## src/rtl/decoder_seq_n.sv

```systemverilog
// rtl/decoder_seq_n.sv - registered select-code decoder with one-hot, thermometer, one-cold and timed-pulse modes
module decoder_seq_n #(
    parameter int IN_W     = 4,
    parameter int OUT_W    = 2**IN_W,
    parameter int HOLD_CYC = 4
) (
    input  logic             clk,
    input  logic             rst_n,
    input  logic             en,
    input  logic [IN_W-1:0]  d_in,
    input  logic [1:0]       mode,
    input  logic             in_valid,
    output logic             in_ready,
    output logic [OUT_W-1:0] y_out,
    output logic             out_valid
);

    localparam int CW = $clog2(HOLD_CYC + 1);

    localparam logic [1:0] MODE_ONEHOT  = 2'd0;
    localparam logic [1:0] MODE_THERM   = 2'd1;
    localparam logic [1:0] MODE_PULSE   = 2'd2;

    typedef enum logic {
        IDLE,
        HOLD
    } state_t;

    state_t          state;
    state_t          state_nxt;
    logic [CW-1:0]   cnt;
    logic            accept;
    logic            expire;
    logic [OUT_W-1:0] onehot;
    logic [OUT_W-1:0] therm;
    logic [OUT_W-1:0] dec;

    assign in_ready = en && (state == IDLE);
    assign accept   = in_valid && in_ready;
    assign expire   = (state == HOLD) && (cnt == CW'(1));

    always_comb begin
        onehot = '0;
        therm  = '0;
        for (int i = 0; i < OUT_W; i++) begin
            onehot[i] = (IN_W'(i) == d_in);
            therm[i]  = (IN_W'(i) <= d_in);
        end
        case (mode)
            MODE_ONEHOT: dec = onehot;
            MODE_THERM:  dec = therm;
            MODE_PULSE:  dec = onehot;
            default:     dec = ~onehot;
        endcase
    end

    always_comb begin
        state_nxt = state;
        if (!en) begin
            state_nxt = IDLE;
        end else begin
            case (state)
                IDLE: if (accept && (mode == MODE_PULSE)) state_nxt = HOLD;
                HOLD: if (expire) state_nxt = IDLE;
                default: state_nxt = IDLE;
            endcase
        end
    end

    always_ff @(posedge clk or negedge rst_n) begin
        if (!rst_n) begin
            state <= IDLE;
        end else begin
            state <= state_nxt;
        end
    end

    // Disable wins over everything, including a pending accept or an expiring pulse.
    always_ff @(posedge clk or negedge rst_n) begin
        if (!rst_n) begin
            y_out     <= '0;
            out_valid <= 1'b0;
            cnt       <= '0;
        end else if (!en) begin
            y_out     <= '0;
            out_valid <= 1'b0;
            cnt       <= '0;
        end else if (accept) begin
            y_out     <= dec;
            out_valid <= 1'b1;
            cnt       <= (mode == MODE_PULSE) ? CW'(HOLD_CYC) : '0;
        end else begin
            out_valid <= 1'b0;
            if (state == HOLD) begin
                cnt <= cnt - CW'(1);
                if (expire) begin
                    y_out <= '0;
                end
            end
        end
    end

endmodule

```

## config.mk

```make
export PLATFORM = sky130hd
export DESIGN_NAME = decoder_seq_n
export DESIGN_NICKNAME = d
export VERILOG_FILES = /design/src/rtl/decoder_seq_n.sv
export SDC_FILE = /design/constraint.sdc
export NUM_CORES = 1
export LEC_CHECK = 0
export CORE_MARGIN = 1.5
export CORE_UTILIZATION = 51
export CTS_CLUSTER_SIZE = 10
export DETAILED_ROUTE_END_ITERATION = 6
export GPL_ROUTABILITY_DRIVEN = 1
export PLACE_DENSITY_LB_ADDON = 0.05
export SLEW_MARGIN = 20
export SYNTH_ARGS = -nofsm -noshare
export SYNTH_HDL_FRONTEND = slang
export SYNTH_SLANG_ARGS = --single-unit
```

## constraint.sdc

```tcl
create_clock -name clk -period 1.62 [get_ports clk]
set_input_delay 0.243 -clock clk [delete_from_list [all_inputs] [get_ports clk]]
set_output_delay 0.243 -clock clk [all_outputs]
set_load 0.02 [all_outputs]
```

# Word level (Yosys, flattened, before mapping)
# Cells that the tools add are included.
[totals]
register_bits = 21
latchBits = 0
mem_bits_rw = 0
rom_bits = 0
input_bits = 10
output_inout_bits = 18
word_cells = 66
mem_count = 0
[classes]
addsub = 1
n_mul = 0
div = 0
n_lt_le_gt_ge = 16
eq_ne = 20
shift = 0
n_mux = 15
bitwise = 2
reduce_logical = 8
[ops]
columns = ["op", "n"]
rows = [
  ["$mux W16", 4],
  ["$eq A4 B4 Y1 const A", 8],
  ["$le A4 B4 Y1 const A", 8],
  ["$pmux W16 S2", 1],
  ["$eq A3 B4 Y1 const A", 4],
  ["$le A3 B4 Y1 const A", 4],
  ["$not A16 Y16", 1],
  ["$mux W3", 4],
  ["$eq A2 B4 Y1 const A", 2],
  ["$le A1 B4 Y1 const A", 2],
  ["$le A2 B4 Y1 const A", 2],
  ["$ne A3 B1 Y1 const B", 2],
  ["$mux W1", 5],
  ["$eq A1 B4 Y1 const A", 1],
  ["$logic_and A1 B1 Y1", 4],
  ["$logic_not A4 Y1", 1],
  ["$eq A3 B1 Y1 const B", 1],
  ["$sub A3 B1 Y3 const B", 1],
  ["$eq A2 B1 Y1 const B", 1],
  ["$eq A2 B2 Y1 const B", 1],
  ["$logic_not A2 Y1", 1],
  ["$pmux W1 S2", 1],
  ["$reduce_and A2 Y1", 1],
  ["$reduce_or A2 Y1", 1],
  ["$not A1 Y1", 1],
]

# Logic depth before layout (Yosys ltp)
[depth]
word_depth = 7
mapped_depth = 8
depth_no_buf = 6

# Least setup slack after synthesis
# No wires, ideal clock.
[synth_path]
kind = "register -> register"
start = "register cnt[1]"
end = "register y_out[10]"
setup_time_ns = 0.126
arrival_ns = 1.292
required_time_ns = 1.494
path_slack_ns = 0.201
stages_incl_launch_ff = 7
n_path_buf = 1
period_less_slack_ns = 1.419
cell_sequence = "dfrtp_1 > inv_1 > ha_1 > nand3b_4 > and3_4 > buf_6 > a221o_1"
[synth_via]
elab_chain_cells = 4
[synth_lines]
columns = ["element", "line", "source"]
rows = [
  ["start: declaration", "31", "logic [CW-1:0] cnt;"],
  ["start signal: assignment", "91", "cnt <= (mode == MODE_PULSE) ? CW'(HOLD_CYC) : '0;"],
  ["start signal: assignment", "95", "cnt <= cnt - CW'(1);"],
  ["$eq A3 B1 Y1", "40", "assign expire = (state == HOLD) && (cnt == CW'(1));"],
  ["$logic_and A1 B1 Y1", "40", ""],
  ["$ne A3 B1 Y1 (no line)", "-", ""],
  ["$reduce_and A2 Y1 (no line)", "-", ""],
  ["end signal: assignment", "81", "y_out <= '0;"],
  ["end signal: assignment", "85", "y_out <= '0;"],
  ["end signal: assignment", "89", "y_out <= dec;"],
  ["end: declaration", "14", "output logic [OUT_W-1:0] y_out,"],
]
# Every way passes these cells.
# A chain may end at the register's enable or synchronous reset.

# Worst setup path in the final report
[layout_path]
start = "register y_out[13]"
end = "output port y_out[13]"
# No word-level cell between the ends.

==> flow_summary.ini <==
[logic_synthesis]
synth.largest_area_cell = dfrtp_1
post_synth_inst_count = 149
synth.most_common_cell = dfrtp_1
ys_top_cells_by_area = dfrtp_1, a21oi_1, buf_6, a22o_1, nand2_1
synth_seq_cells = 21
async_reset_ff_share_pct = 100
synth_nets = 161
syn-cell-area_um2 = 1380
yosysTopAreaCellShare_pct = 38.1
ys_seq_area_share_pct = 38.1
synth_flop_cell = dfrtp_1
synth.top_cells.by_count = dfrtp_1, a21oi_1, nand2_1
synth_edf_count = 0
yosysWarnings = 0
synth.distinct_cells = 46
syn-mean-instance-area_um2 = 9.25

[die]
chipWidth_um = 55.0
ios = 28
start_util_pct = 54.7
num_rows = 18
core_area_um2 = 2520
dieArea_um2 = 3020
fp.dieH_um = 55.0

[cells_and_area]
seq_area_um2 = 526
utilization_pct = 73.9
n_fill_cell = 210
area.growth.synth_to_final_pct = 35.2
post_route_cells_drive_above_1_share_pct = 23.7
multiInputGateArea_um2 = 734
nets = 211
num_antenna_cells = 0

[drt]
wl_per_cell_um = 15.1
drt-initial-drc-count = 58
dr.pass1.iters = 5
drt_wl_total_mm = 3.44
remaining_drc_errors = 0
ant_nets = 0
post_drt_via_cell_ratio = 5.81
vias = 1324

[sta]
slew_violations = 0
final-setup-viol-count = 0
whs_ps = 254
finClkSkew_ps = 3.79
rsz0062_at_grt = false
tightest_slew_ps = 371
post-route-period-util_pct = 95.3
clock.fmax_mhz = 648
fin_crit_ps = 1540
finalHoldViolations = 0
maxSlewHeadroom_pct = 75.0

[global_routing]
antenna_found_initial = 0
grt_usage_pct = 26.3
grt_pass1_wl_mm = 5.71
grt_pass1_vias = 1239
grt_max_degree = 22
grt_overflow = 0

[clock_network]
htree_levels = 1
root_buffer = clkbuf_4
clk_latency_ps = 310
clk_path_buf_depth = 2
cts_made_buffers = 3
clkTransAtPathRegs_ps = 120
cts_tree = yes
clock_sinks = 21

[critical_path]
cp_data_required_time_ps = 1380
crit_slowest_cell = clkdlybuf4s50_1
cpLargestDelayFamily = buffers and inverters
arrival_ps = 1300
crit_path_end_kind = output pin
crit_chain = clkdlybuf4s50_1
startpoint_type = flip-flop
worst-setup-path-type = flip-flop to output pin
slowest_delay_ps = 610
cp.buffers_inverters = 1
crit_fanout = 2

[power_and_ir_drop]
total_power_mw = 1.22
p_per_area_nw_per_um2 = 652
vdd_drop_max_v = 0.000514
leakage_nw = 0.893

[placement]
port_buffers = 27
hpwlAfterDp_mm = 2.59
gp_congestion = 0.905

[flow_run]
max-cap-violations = 0

[worst_hold_path]
hp-class = input port to async pin

[run_status]
status = completed
cell usage in the layout, fill, tap and decap left out, types with 3 or more instances in the layout:
master,n
a21o_1,3
nand3_1,3
o21a_1,3
a32o_1,3
nor2b_1,6
nand2_1,11
a21oi_1,12
clkbuf_4,3
nand2b_1,4
nor3_1,5
clkdlybuf4s50_1,26
buf_4,31
dfrtp_1,21
a22o_1,5
a31oi_1,4
inv_1,3
nor2_1,10
o21ai_1,3
path summary, 6_finish.rpt:
path	endpoint	slack, ps	depth (start not counted)	start
min in group clk	y_out[7]	490	2	y_out[7]
max in group asynchronous	y_out[9]	1150	2	rst_n
min reg2reg	y_out[7]	490	2	y_out[7]
max	y_out[13]	80	1	y_out[13]
min	y_out[12]	250	2	rst_n
max reg2reg	y_out[10]	160	5	cnt[1]
where the power goes:
part / leakage, nW / switching, mW / total [mW] / internal (mW)
logic: 0.594 / 0.194 / 0.380 / 0.186
clock network: 0.0150 / 0.169 / 0.265 / 0.0963
registers: 0.283 / 0.0159 / 0.570 / 0.554
cell families after synthesis:
kind of cell	share of synthesized area, %
and+or+nand+nor	22.4
xor gates and xnor gates	1.27
AOI/OAI and AO/OA	26.3
muxes	1.45
buffers and inverters	8.62
DFF	38.1
adders and majority gates	1.81
what timing repair did:
item                       CTS  global route
hold buffers                 0             0
setup endpoints to repair    1             0
gates resized for setup      1             0
setup buffers                0             0
routing by layer:
metal  vias to the layer above  global-route usage [%]  wire length, um
met2                        54                    42.1             1670
met3                         7                    3.76              182
met5                         -                       0                0
met1                       623                    35.9             1540
li1                        640                       -                -
met4                         0                    9.76               46
sequential cells by signal (all words and copies together) (netlist names):
signal	cells
y_out	16
state	1
out_valid	1
cnt	3
per-stage QoR:
stage                     cell area [um^2]  std cells  setup WS, ps  TNS [ps]
after CTS                             1860        228          64.3         0
after global routing                  1860        228          17.7         0
after floorplan                       1380        149           201         0
final                                 1860        228          76.3         0
after global placement                1840        224         -79.0      -554
after detailed placement              1840        224          -101      -899
area by class of cell:
type,count,area share (%)
clock buffers,4,1.41
repair buffers,59,28.0
multi-input cells,109,39.4
inverters,5,1.01
flip-flops and latches,21,28.2
well taps,30,2.01
Note: power is estimated with default switching activity, not from simulation.
